===== src/rtl/i2c_bit_ctrl.sv =====
// Bit-level I2C master sequencer: runs one START/STOP/WRITE/READ command as four
// tick-paced phases, drives open-drain SCL/SDA enables, handles stretching and arbitration.
module i2c_bit_ctrl (
    input  logic       i_clk,
    input  logic       i_rst_n,
    input  logic       i_tick,
    input  logic       i_cmd_valid,
    input  logic [1:0] i_cmd,
    input  logic       i_cmd_bit,
    output logic       o_cmd_ready,
    output logic       o_done,
    output logic       o_rx_bit,
    output logic       o_arb_lost,
    output logic       o_busy,
    input  logic       i_scl_in,
    input  logic       i_sda_in,
    output logic       o_scl_oe,
    output logic       o_sda_oe
);

    typedef enum logic [2:0] {
        IDLE = 3'd0,
        PH_A = 3'd1,
        PH_B = 3'd2,
        PH_C = 3'd3,
        PH_D = 3'd4
    } state_t;

    localparam logic [1:0] CMD_START = 2'b00;
    localparam logic [1:0] CMD_STOP  = 2'b01;
    localparam logic [1:0] CMD_WRITE = 2'b10;
    localparam logic [1:0] CMD_READ  = 2'b11;

    state_t     state;
    logic [1:0] cmd;
    logic       cmd_bit;
    logic       scl_meta;
    logic       scl_sync;
    logic       sda_meta;
    logic       sda_sync;
    logic       advance_c;
    logic       arb_check_c;

    // Line enables {scl_oe, sda_oe} for a command in a given phase (1 = drive low).
    function automatic logic [1:0] line_levels(input logic [1:0] c, input state_t ph, input logic b);
        logic [1:0] lv;
        lv = 2'b00;
        case (c)
            CMD_START: begin
                case (ph)
                    PH_B, PH_C: lv = 2'b01;
                    PH_D:       lv = 2'b11;
                    default:    lv = 2'b00;
                endcase
            end
            CMD_STOP: begin
                case (ph)
                    PH_A:    lv = 2'b11;
                    PH_B:    lv = 2'b01;
                    default: lv = 2'b00;
                endcase
            end
            CMD_WRITE: begin
                case (ph)
                    PH_A, PH_D: lv = {1'b1, ~b};
                    default:    lv = {1'b0, ~b};
                endcase
            end
            default: begin
                case (ph)
                    PH_A, PH_D: lv = 2'b10;
                    default:    lv = 2'b00;
                endcase
            end
        endcase
        return lv;
    endfunction

    // Pad synchronizers; idle bus reads high.
    always_ff @(posedge i_clk or negedge i_rst_n) begin
        if (!i_rst_n) begin
            scl_meta <= 1'b1;
            scl_sync <= 1'b1;
            sda_meta <= 1'b1;
            sda_sync <= 1'b1;
        end else begin
            scl_meta <= i_scl_in;
            scl_sync <= scl_meta;
            sda_meta <= i_sda_in;
            sda_sync <= sda_meta;
        end
    end

    // A tick is ignored while we release SCL but a slave still holds it low.
    assign advance_c   = i_tick && (o_scl_oe || scl_sync);
    assign arb_check_c = (cmd == CMD_STOP) || ((cmd == CMD_WRITE) && cmd_bit);

    always_ff @(posedge i_clk or negedge i_rst_n) begin
        if (!i_rst_n) begin
            state       <= IDLE;
            cmd         <= CMD_START;
            cmd_bit     <= 1'b0;
            o_cmd_ready <= 1'b1;
            o_done      <= 1'b0;
            o_rx_bit    <= 1'b0;
            o_arb_lost  <= 1'b0;
            o_busy      <= 1'b0;
            o_scl_oe    <= 1'b0;
            o_sda_oe    <= 1'b0;
        end else begin
            o_done     <= 1'b0;
            o_arb_lost <= 1'b0;
            case (state)
                IDLE: begin
                    if (i_cmd_valid) begin
                        state                  <= PH_A;
                        cmd                    <= i_cmd;
                        cmd_bit                <= i_cmd_bit;
                        {o_scl_oe, o_sda_oe}   <= line_levels(i_cmd, PH_A, i_cmd_bit);
                        o_cmd_ready            <= 1'b0;
                        o_busy                 <= 1'b1;
                    end
                end
                PH_A: begin
                    if (advance_c) begin
                        state                <= PH_B;
                        {o_scl_oe, o_sda_oe} <= line_levels(cmd, PH_B, cmd_bit);
                    end
                end
                PH_B: begin
                    if (advance_c) begin
                        state                <= PH_C;
                        {o_scl_oe, o_sda_oe} <= line_levels(cmd, PH_C, cmd_bit);
                    end
                end
                PH_C: begin
                    if (advance_c) begin
                        // Released SDA read back low: another master owns the bus.
                        if (arb_check_c && !sda_sync) begin
                            state                <= IDLE;
                            {o_scl_oe, o_sda_oe} <= 2'b00;
                            o_arb_lost           <= 1'b1;
                            o_cmd_ready          <= 1'b1;
                            o_busy               <= 1'b0;
                        end else begin
                            state                <= PH_D;
                            {o_scl_oe, o_sda_oe} <= line_levels(cmd, PH_D, cmd_bit);
                            if (cmd == CMD_READ) begin
                                o_rx_bit <= sda_sync;
                            end
                        end
                    end
                end
                PH_D: begin
                    if (advance_c) begin
                        state       <= IDLE;
                        o_done      <= 1'b1;
                        o_cmd_ready <= 1'b1;
                        o_busy      <= 1'b0;
                    end
                end
                default: begin
                    state <= IDLE;
                end
            endcase
        end
    end

endmodule


===== config.mk =====
export PLATFORM = sky130hd
export DESIGN_NAME = i2c_bit_ctrl
export DESIGN_NICKNAME = d
export VERILOG_FILES = /design/src/rtl/i2c_bit_ctrl.sv
export SDC_FILE = /design/constraint.sdc
export NUM_CORES = 1
export LEC_CHECK = 0
export ABC_AREA = 1
export BUFFER_PORTS_ARGS = -buffer_cell sky130_fd_sc_hd__buf_2
export CAP_MARGIN = 25
export CORE_ASPECT_RATIO = 1.1
export CORE_MARGIN = 4
export CORE_UTILIZATION = 40
export CTS_CLUSTER_DIAMETER = 80
export DETAILED_ROUTE_END_ITERATION = 6
export PLACE_DENSITY = 0.72
export SLEW_MARGIN = 40
export SYNTH_ARGS = -nofsm -noshare
export SYNTH_HDL_FRONTEND = slang
export SYNTH_SLANG_ARGS = --single-unit
export TNS_END_PERCENT = 10

===== constraint.sdc =====
create_clock -name i_clk -period 3.4 [get_ports i_clk]
set_input_delay 0 -clock i_clk [delete_from_list [all_inputs] [get_ports i_clk]]
set_output_delay 0 -clock i_clk [all_outputs]
set_load 0.05 [all_outputs]

==> summary.md, run 1 <==
| Metric | Value |
|---|---|
| Initial DRT Pass Iterations | `4` |
| Share of layout cells above drive strength 1 | `0.298` |
| First-pass GRT wire length | `2810 µm` |
| Via count | `roughly 670` |
| CP dominant cell by count | `nand2_1` |
| Tmin final | `1.42 ns` |
| CP peak stage delay | `around 0.42 ns` |
| Starting DRC count in detailed routing | `8` |
| Most numerous cell in the Yosys netlist | `nand2_1` |
| Slew HR | `0.667` |
| WL met3 | `around 86 µm` |
| Main area contributors after synthesis | `dfrtp_1, dfstp_2, nand2_1` |
| Drt total wl | `~1500 µm` |
| CP required | `3.58 ns` |
| Maximum fanout along the worst path | `7` |
| Num CTS Buffers | `3` |
| Crit-path leading delay family | `compound AO/OA/AOI/OAI gates` |
| Beginning of the critical path | `o_scl_oe` |
| Startpoint Class | `register` |
| Final WS setup | `1.98 ns` |
| Diode count | `0` |
| Arr. time, crit path | `1.60 ns` |
| DR WL met2 | `732 µm` |
| Worst hold path class | `primary input to register` |
| TNS Setup | `0 ns` |
| R2R Setup Slk | `between 1.5 and 2 ns` |
| FF-to-FF Start | `o_scl_oe` |
| Vias per cell | `4.49` |
| Final setup vio count | `0` |
| Post-cts resize count | `0` |
| Status | `complete, no violations` |
| Vias in the first global route | `652` |
| WS Path Type | `register to register` |
| Net count after synthesis | `106` |
| Post-DRT Antenna Nets | `0` |
| Clk Latency, worst-skew pair | `roughly 0.29 ns` |
| Period utilization | `0.417` |
| Synth top area share | `0.368` |
| Clock-pin slew on the worst setup and hold paths | `about 0.09 ns` |
| Full die area | `2830 µm²` |
| Longest Clk Path Bufs | `2` |
| Crit path cell chain | `o21ai_1 > inv_1 > nand2_1 > a21oi_2 > nand2_1 > nand2_1` |
| Syn Area/Cell | `8.42 µm²` |
| CTS root buf | `clkbuf_4` |
| FP Rows | `16` |
| Fin cells | `148` |
| WP buf/inv | `1` |
| Final Hold Fails | `0` |
| Distinct cells, synth | `20` |
| Synth Register Bits | `17` |
| Largest net degree at the start of global routing | `18` |
| Top_reg_cell synth | `dfrtp_1` |
| Synthesized area | `around 820 µm²` |
| Post-synth top cells | `nand2_1, dfrtp_1, inv_1, nand3_1, nor2_1` |
| Core area | `around 1900 µm²` |
| Area grow syn2layout | `22.5%` |
| Max_cap viols | `0` |
| RSZ-0062 raised after global routing | `no` |
| Final Max Tran Viols | `0` |
| Syn Inst Count | `97` |
| Initial Util | `0.439` |
| Remaining Overflow, GRT | `0` |
| GRT Overall Usage | `0.129` |
| Hold Path Origin | `i_cmd_valid` |
| VDD IR max | `between 0.4 and 0.5 mV` |
| Die width | `51.1 µm` |
| GPL Wtd Cong | `0.878` |
| Htree depth | `1` |
| DRC viols | `0` |
| Sequential area share after synthesis | `0.528` |
| Avg WL per Cell | `~10 µm` |
| Postcts setup bufs | `0` |
| Place WS | `1.97 ns` |
| LEAKAGE | `0.515 nW` |
| Ports | `16` |
| Ys Warns | `0` |
| Fmax | `706 MHz` |
| Worst-Margin Slew | `0.497 ns` |
| EDFF count, synth | `0` |
| Top sig layer | `met4` |
| Initial antenna violation count | `0` |
| Hpwl dp | `~1100 µm` |
| Hold slack | `0.0795 ns` |
| Power Dens Cells | `845 nW/µm²` |
| # fillers | `between 150 and 200` |
| Sink Count | `17` |
| CP max stage cell | `o21ai_1` |
| Setup crit end kind | `register` |
| Placed instance count | `between 100 and 150` |
| CTS tree | `yes` |
| Cell taking the most area after synthesis | `dfrtp_1` |
| Post-Route M1 WL | `709 µm` |
| Setup Skew | `0.00776 ns` |
| Async set-reset flop share out of synthesis | `1.00` |
| Die Span Y | `55.4 µm` |
| Fin nets | `131` |
| Quantity of I/O buffers inserted on ports | `15` |
-- registers in the layout, summed over array words and instances (netlist names) --
name,cells
state,3
cmd,2
cmd_bit,1
o_arb_lost,1
o_busy,1
o_cmd_ready,1
o_done,1
o_rx_bit,1
o_scl_oe,1
o_sda_oe,1
scl_meta,1
scl_sync,1
sda_meta,1
sda_sync,1
-- stage by stage --
step / power [mW] / cell area (µm²) / utilization
after floorplan: 0.660 / 817 / -
after global placement: 0.737 / 915 / 0.491
after detailed placement: 0.741 / 915 / 0.491
after CTS: 0.855 / 1000 / 0.538
after global routing: 0.932 / 1000 / 0.538
final: 0.846 / 1000 / 0.538
-- per-layer routing --
metal | vias to the layer above | track usage
li1 | 358 | -
met1 | 289 | 0.176
met2 | 16 | 0.188
met3 | 2 | 0.0349
met4 | 0 | 0.0577
met5 | - | 0
-- power by group --
group	total, mW	internal [mW]	switching, mW
Combinational	0.414	0.129	0.285
Clock	0.105	0.0456	0.0596
Sequential	0.327	0.269	0.0583
Total	0.846	0.444	0.403
-- layout by cell type, fill, tap and decap left out, types with 2 or more instances in the layout --
cell type | Yosys | layout
clkbuf_4 | 0 | 3
inv_1 | 8 | 8
nor2_1 | 8 | 8
dfstp_2 | 5 | 5
nand3_2 | 2 | 2
nand2_2 | 4 | 4
dfrtp_1 | 12 | 12
buf_2 | 0 | 15
a21oi_2 | 2 | 2
nand2_1 | 29 | 29
nor2_2 | 2 | 2
o21ai_0 | 7 | 7
a21oi_1 | 2 | 2
dlygate4sd3_1 | 0 | 6
nand3_1 | 8 | 8
-- cells by family after synthesis --
| kind of cell | Yosys count | share of synthesized area |
|---|---|---|
| flip-flops | 17 | 0.528 |
| AND/OR/NAND/NOR | 56 | 0.311 |
| AO/OA/AOI/OAI | 13 | 0.0919 |
| multiplexers | 1 | 0.0138 |
| buffers and inverters | 10 | 0.0551 |
-- what timing repair did --
| action | CTS | global route |
|---|---|---|
| hold endpoints to repair | 22 | 0 |
| setup endpoints to repair | 0 | 0 |
| hold buffers | 6 | 0 |
-- path summary, 6_finish.rpt --
check | end | cells after the start
setup / recovery | o_scl_oe | 6
hold / removal | o_busy | 3
setup reg to reg | o_scl_oe | 6
hold reg to reg | scl_sync | 0
max in group asynchronous | scl_sync | 2
min in group asynchronous | state[1] | 2
-- final cells by class --
cell class,instances,area [µm²],area share
clock buffer,4,26.3,0.0263
tap,27,33.8,0.0338
timing repair buffer,21,135,0.135
sequential,17,432,0.431
inverter,9,33.8,0.0338
multi-input combinational,70,340,0.340
-- worst min-delay path: stages --
cell     delay (ns)
buf_2          0.11
nand3_2        0.14
nand2_1        0.07
Note: power is estimated with default switching activity, not from simulation.
==> run 2: changes to the inputs <==
Settings changed: PLACE_DENSITY 0.72 to 0.74.
Clock period 3.4 ns to 1.2 ns, I/O delays scaled along.
==> run 2 against run 1 <==
  * Final cell count up 6.1%
  * The flow now finishes with violations (negative setup slack)
  * Critical path depth is 3 lower
  * Highest routed layer unchanged
  * Register-to-register slack got worse by 2.0 ns
==> summary.md, run 2 (synthesis gave the netlist of run 1 again) <==
| Metric | Value |
|---|---|
| Status | `complete, but fails checks` |
| Failing checks | `negative setup slack` |
| Top flop regs | `state: 3 flops, cmd: 2 flops` |
| VDD IR max | `1.13 mV` |
| Setup Skew | `0.00333 ns` |
| Cell Area, Placed | `980 µm²` |
| Quantity of I/O buffers inserted on ports | `15` |
| Most common cell after layout, fill and taps aside | `nand2_1` |
| Avg WL per Cell | `12.3 µm` |
| GR peak layer | `met2` |
| Max reg flops | `3` |
| Share of layout cells above drive strength 1 | `0.423` |
| Core area | `between 1500 and 2000 µm²` |
| WS Path Type | `register to register` |
| Final WS setup | `-0.0645 ns` |
| Crit path cell chain | `nor2_4 > nand3_4 > mux2_2` |
| Setup crit end kind | `register` |
| Worst-Margin Slew | `0.366 ns` |
| Clk Latency, worst-skew pair | `approximately 0.30 ns` |
| Num CTS Buffers | `3` |
| Register area | `approximately 440 µm²` |
| Met1 Usage GRT | `0.166` |
| Period utilization | `1.05` |
| Diode count | `0` |
| # fillers | `171` |
| FP Rows | `16` |
| Final Hold Fails | `0` |
| Initial antenna violation count | `0` |
| Multi-input logic area | `around 390 µm²` |
| Die Span Y | `around 55 µm` |
| Fmax | `791 MHz` |
| Arr. time, crit path | `1.46 ns` |
| Full die area | `2830 µm²` |
| Most flop-heavy register | `state` |
| CTS root buf | `clkbuf_4` |
| Crit-path leading delay family | `flip-flops` |
| Power Dens Cells | `2420 nW/µm²` |
| Initial Util | `0.439` |
| Worst hold path class | `primary input to register` |
| Longest Clk Path Bufs | `2` |
| Largest net degree at the start of global routing | `18` |
| Startpoint Class | `register` |
| Via count | `between 700 and 800` |
| Remaining Overflow, GRT | `0` |
| Drt total wl | `1930 µm` |
| CTS tree | `yes` |
| Initial DRT Pass Iterations | `4` |
| CP max stage cell | `dfrtp_2` |
| Vias per cell | `approximately 4.9` |
| Fin nets | `140` |
| Post-DRT Antenna Nets | `0` |
| WP buf/inv | `0` |
| GPL Wtd Cong | `0.878` |
| Fin cells | `157` |
| Die width | `51.1 µm` |
| Area grow syn2layout | `37.5%` |
| Final setup vio count | `7` |
| Slew HR | `0.756` |
| CP peak stage delay | `around 0.49 ns` |
| Sink Count | `17` |
| Most frequent cells in the layout | `nand2_1, buf_2, buf_4` |
| Max_cap viols | `0` |
| Vias in the first global route | `757` |
| Hpwl dp | `about 1400 µm` |
| Starting DRC count in detailed routing | `7` |
| DRC viols | `0` |
| Maximum fanout along the worst path | `8` |
| RSZ-0062 raised after global routing | `yes` |
| Placed instance count | `around 150` |
| GRT Overall Usage | `0.148` |
| First-pass GRT wire length | `3120 µm` |
| Clock-pin slew on the worst setup and hold paths | `0.09 ns` |
| Final Max Tran Viols | `0` |
| Tmin final | `1.26 ns` |
| Met2 GRT Util | `0.243` |
| CP required | `1.39 ns` |
| LEAKAGE | `0.559 nW` |
| M3 GR Usage | `0.0323` |
| Ports | `16` |
| Htree depth | `1` |
| Final cell area excluding filler cells | `between 1000 and 1500 µm²` |
run 2: final timing paths:
kind,startpoint,to,slack (ns),depth (start not counted)
max,state[0],cmd_bit,-0.06,3
min reg2reg,sda_meta,sda_sync,0.36,0
min,i_cmd_valid,cmd[0],0.09,3
min in group asynchronous,i_rst_n,o_arb_lost,0.14,2
max reg2reg,state[0],cmd_bit,-0.06,3
max in group asynchronous,i_rst_n,sda_meta,0.76,2
run 2: stage by stage:
stage | setup slack, ns | hold WS (ns) | util | total power [mW] | TNS (ns)
after global placement | -0.0323 | -0.0630 | 0.526 | 2.18 | -0.0346
after global routing | -0.152 | 0.0964 | 0.603 | 2.94 | -0.956
after detailed placement | -0.127 | -0.0578 | 0.526 | 2.23 | -0.355
final | -0.0645 | 0.0851 | 0.603 | 2.72 | -0.248
after floorplan | -0.00290 | -0.296 | - | 1.89 | -0.00290
after CTS | -0.00127 | 0.0484 | 0.587 | 2.61 | -0.00127
run 2: layout make-up:
| type | instances | share of cell area |
|---|---|---|
| tap | 27 | 0.0301 |
| timing repair buffer | 30 | 0.180 |
| inverter | 9 | 0.0323 |
| multi-input combinational | 70 | 0.345 |
| clock buffer | 4 | 0.0234 |
| sequential | 17 | 0.389 |
run 2: power breakdown:
| part | switching, mW | internal (mW) | leakage (nW) |
|---|---|---|---|
| clock | 0.178 | 0.130 | 0.0150 |
| sequential | 0.190 | 0.772 | 0.201 |
| combinational | 0.932 | 0.513 | 0.344 |
| total | 1.30 | 1.42 | 0.559 |
run 2: routing by layer:
metal / vias up / part of all wire / wire length [µm]
met3: 5 / 0.040 / 77
li1: 379 / - / -
met1: 370 / 0.41 / 786
met2: 19 / 0.52 / 1010
met5: - / 0 / 0
met4: 0 / 0.030 / 57
run 2: worst register-to-register path, delay by kind of cell (launching register included):
kind	cells	cell delay, ns
flops	1	0.49
simple gates	2	0.37
mux	1	0.30
run 2: what timing repair did:
action,4_1_cts,5_1_grt
pin swaps,1,4
hold endpoints to repair,22,0
buffers inserted,1,1
gates resized for setup,6,8
setup endpoints to repair,9,8
hold buffers,6,0
==> run 3: changes to the inputs <==
Settings changed: CTS_BUF_LIST set to sky130_fd_sc_hd__clkbuf_4 sky130_fd_sc_hd__clkbuf_8.
==> run 3 against run 2 <==
  * Die area unchanged
  * The flow still finishes with violations (negative setup slack)
  * Fmax about the same
  * Highest routed layer unchanged
  * Combinational power about the same
==> summary.md, run 3 (synthesis gave the netlist of run 1 again) <==
| Metric | Value |
|---|---|
| Status | `complete, but fails checks` |
| Failing checks | `negative setup slack` |
| Period utilization | `1.05` |
| Drt total wl | `between 1500 and 2000 µm` |
| Final Max Tran Viols | `0` |
| Quantity of I/O buffers inserted on ports | `15` |
| CP required | `1.39 ns` |
| Crit path cell chain | `nor2_4 > nand3_4 > mux2_2` |
| Initial DRT Pass Iterations | `4` |
| Clock-pin slew on the worst setup and hold paths | `roughly 0.090 ns` |
| Worst-Margin Slew | `between 0.3 and 0.4 ns` |
| GPL Wtd Cong | `approximately 0.88` |
| Post-DRT Antenna Nets | `0` |
| Power Dens Cells | `2430 nW/µm²` |
| Num CTS Buffers | `3` |
| Placed instance count | `145` |
| Maximum fanout along the worst path | `8` |
| TNS Setup | `-0.245 ns` |
| CP max stage cell | `dfrtp_2` |
| Via count | `slightly below 800` |
| Remaining Overflow, GRT | `0` |
| Arr. time, crit path | `1.45 ns` |
| Place WS | `-0.127 ns` |
| Final cell area excluding filler cells | `approximately 1100 µm²` |
| Ports | `16` |
| Clk Latency, worst-skew pair | `about 0.30 ns` |
| GRT Overall Usage | `0.148` |
| Hold slack | `approximately 0.085 ns` |
| Worst hold path class | `primary input to register` |
| Die width | `51.1 µm` |
| Setup Skew | `about 0.0038 ns` |
| RSZ-0062 raised after global routing | `yes` |
| CTS tree | `yes` |
| Diode count | `0` |
| Largest net degree at the start of global routing | `18` |
| DRC viols | `0` |
| Fin cells | `157` |
| CP peak stage delay | `0.49 ns` |
| Area grow syn2layout | `38.0%` |
| Max reg flops | `3` |
| Startpoint Class | `register` |
| Vias per cell | `4.96` |
| Most frequent cells in the layout | `nand2_1, buf_2, buf_4` |
| Longest Clk Path Bufs | `2` |
| Max_cap viols | `0` |
| Most flop-heavy register | `state` |
| Starting DRC count in detailed routing | `9` |
| Vias in the first global route | `759` |
| Full die area | `roughly 2800 µm²` |
| LEAKAGE | `between 0.5 and 0.6 nW` |
| Cell Area, Placed | `around 1000 µm²` |
| Initial Util | `0.439` |
| Setup crit end kind | `register` |
| Final Hold Fails | `0` |
| Htree depth | `1` |
| VDD IR max | `1.13 mV` |
| WS Path Type | `register to register` |
| Top flop regs | `state: 3 flops, cmd: 2 flops` |
| Tot Pwr | `2.74 mW` |
| First-pass GRT wire length | `3130 µm` |
| FP Rows | `16` |
| FF-to-FF path depth | `3` |
| Fin util | `0.606` |
| Sink Count | `17` |
| Hold Path Origin | `i_cmd_valid` |
| FF-to-FF Start | `state[0]` |
| Fmax | `~790 MHz` |
| Avg WL per Cell | `12.2 µm` |
| Final setup vio count | `7` |
| Final WS setup | `-0.0635 ns` |
| Share of layout cells above drive strength 1 | `0.431` |
| Slew HR | `0.755` |
| Most common cell after layout, fill and taps aside | `nand2_1` |
| FF-to-FF End | `cmd_bit` |
| Crit path to | `cmd_bit` |
| Hpwl dp | `1370 µm` |
| Beginning of the critical path | `state[0]` |
| Core area | `1860 µm²` |
| Fin nets | `between 100 and 150` |
| CTS root buf | `clkbuf_4` |
| Tmin final | `1.26 ns` |
| R2R Setup Slk | `-0.06 ns` |
| Die Span Y | `roughly 55 µm` |
| Initial antenna violation count | `0` |
==> run 3: routing by layer <==
metal,routed length [µm],GRT usage,up-vias
met1,787,0.168,375
met3,77,0.0323,5
met5,0,0,-
li1,-,-,379
met4,57,0.100,0
met2,1000,0.243,19
==> run 3: layout make-up <==
class                           instances  area, µm²
Clock buffer                            4       30.0
Fill cell                             169        734
Inverter                                9       36.3
Multi-Input combinational cell         70        388
Sequential cell                        17        437
Tap cell                               27       33.8
Timing Repair Buffer                   30        203
==> run 3: power by group <==
part           internal, mW  switching (mW)  leakage (nW)
Clock                 0.152           0.178        0.0184
Combinational         0.513           0.935         0.344
Sequential            0.772           0.189         0.201
==> run 3: how the worst min path moves through the flow <==
| stage | end | cells after the start |
|---|---|---|
| floorplan | cmd[0] | 0 |
| global placement | o_arb_lost | 1 |
| detailed placement | o_done | 1 |
| CTS | o_busy | 3 |
| global route | o_cmd_ready | 5 |
| finish | cmd[0] | 3 |
==> run 3: repair_timing <==
action | CTS | global route
endpoints found under the setup margin | 9 | 8
hold buffers | 6 | 0
hold endpoints to repair | 22 | 0
gates resized for setup | 6 | 8
pin swaps | 1 | 4
buffers inserted | 1 | 1
==> run 3: worst max-delay path: cells and delay by family, from the launching register on <==
| kind | cells | cell delay [ns] |
|---|---|---|
| mux | 1 | 0.30 |
| simple gates | 2 | 0.37 |
| flops | 1 | 0.49 |
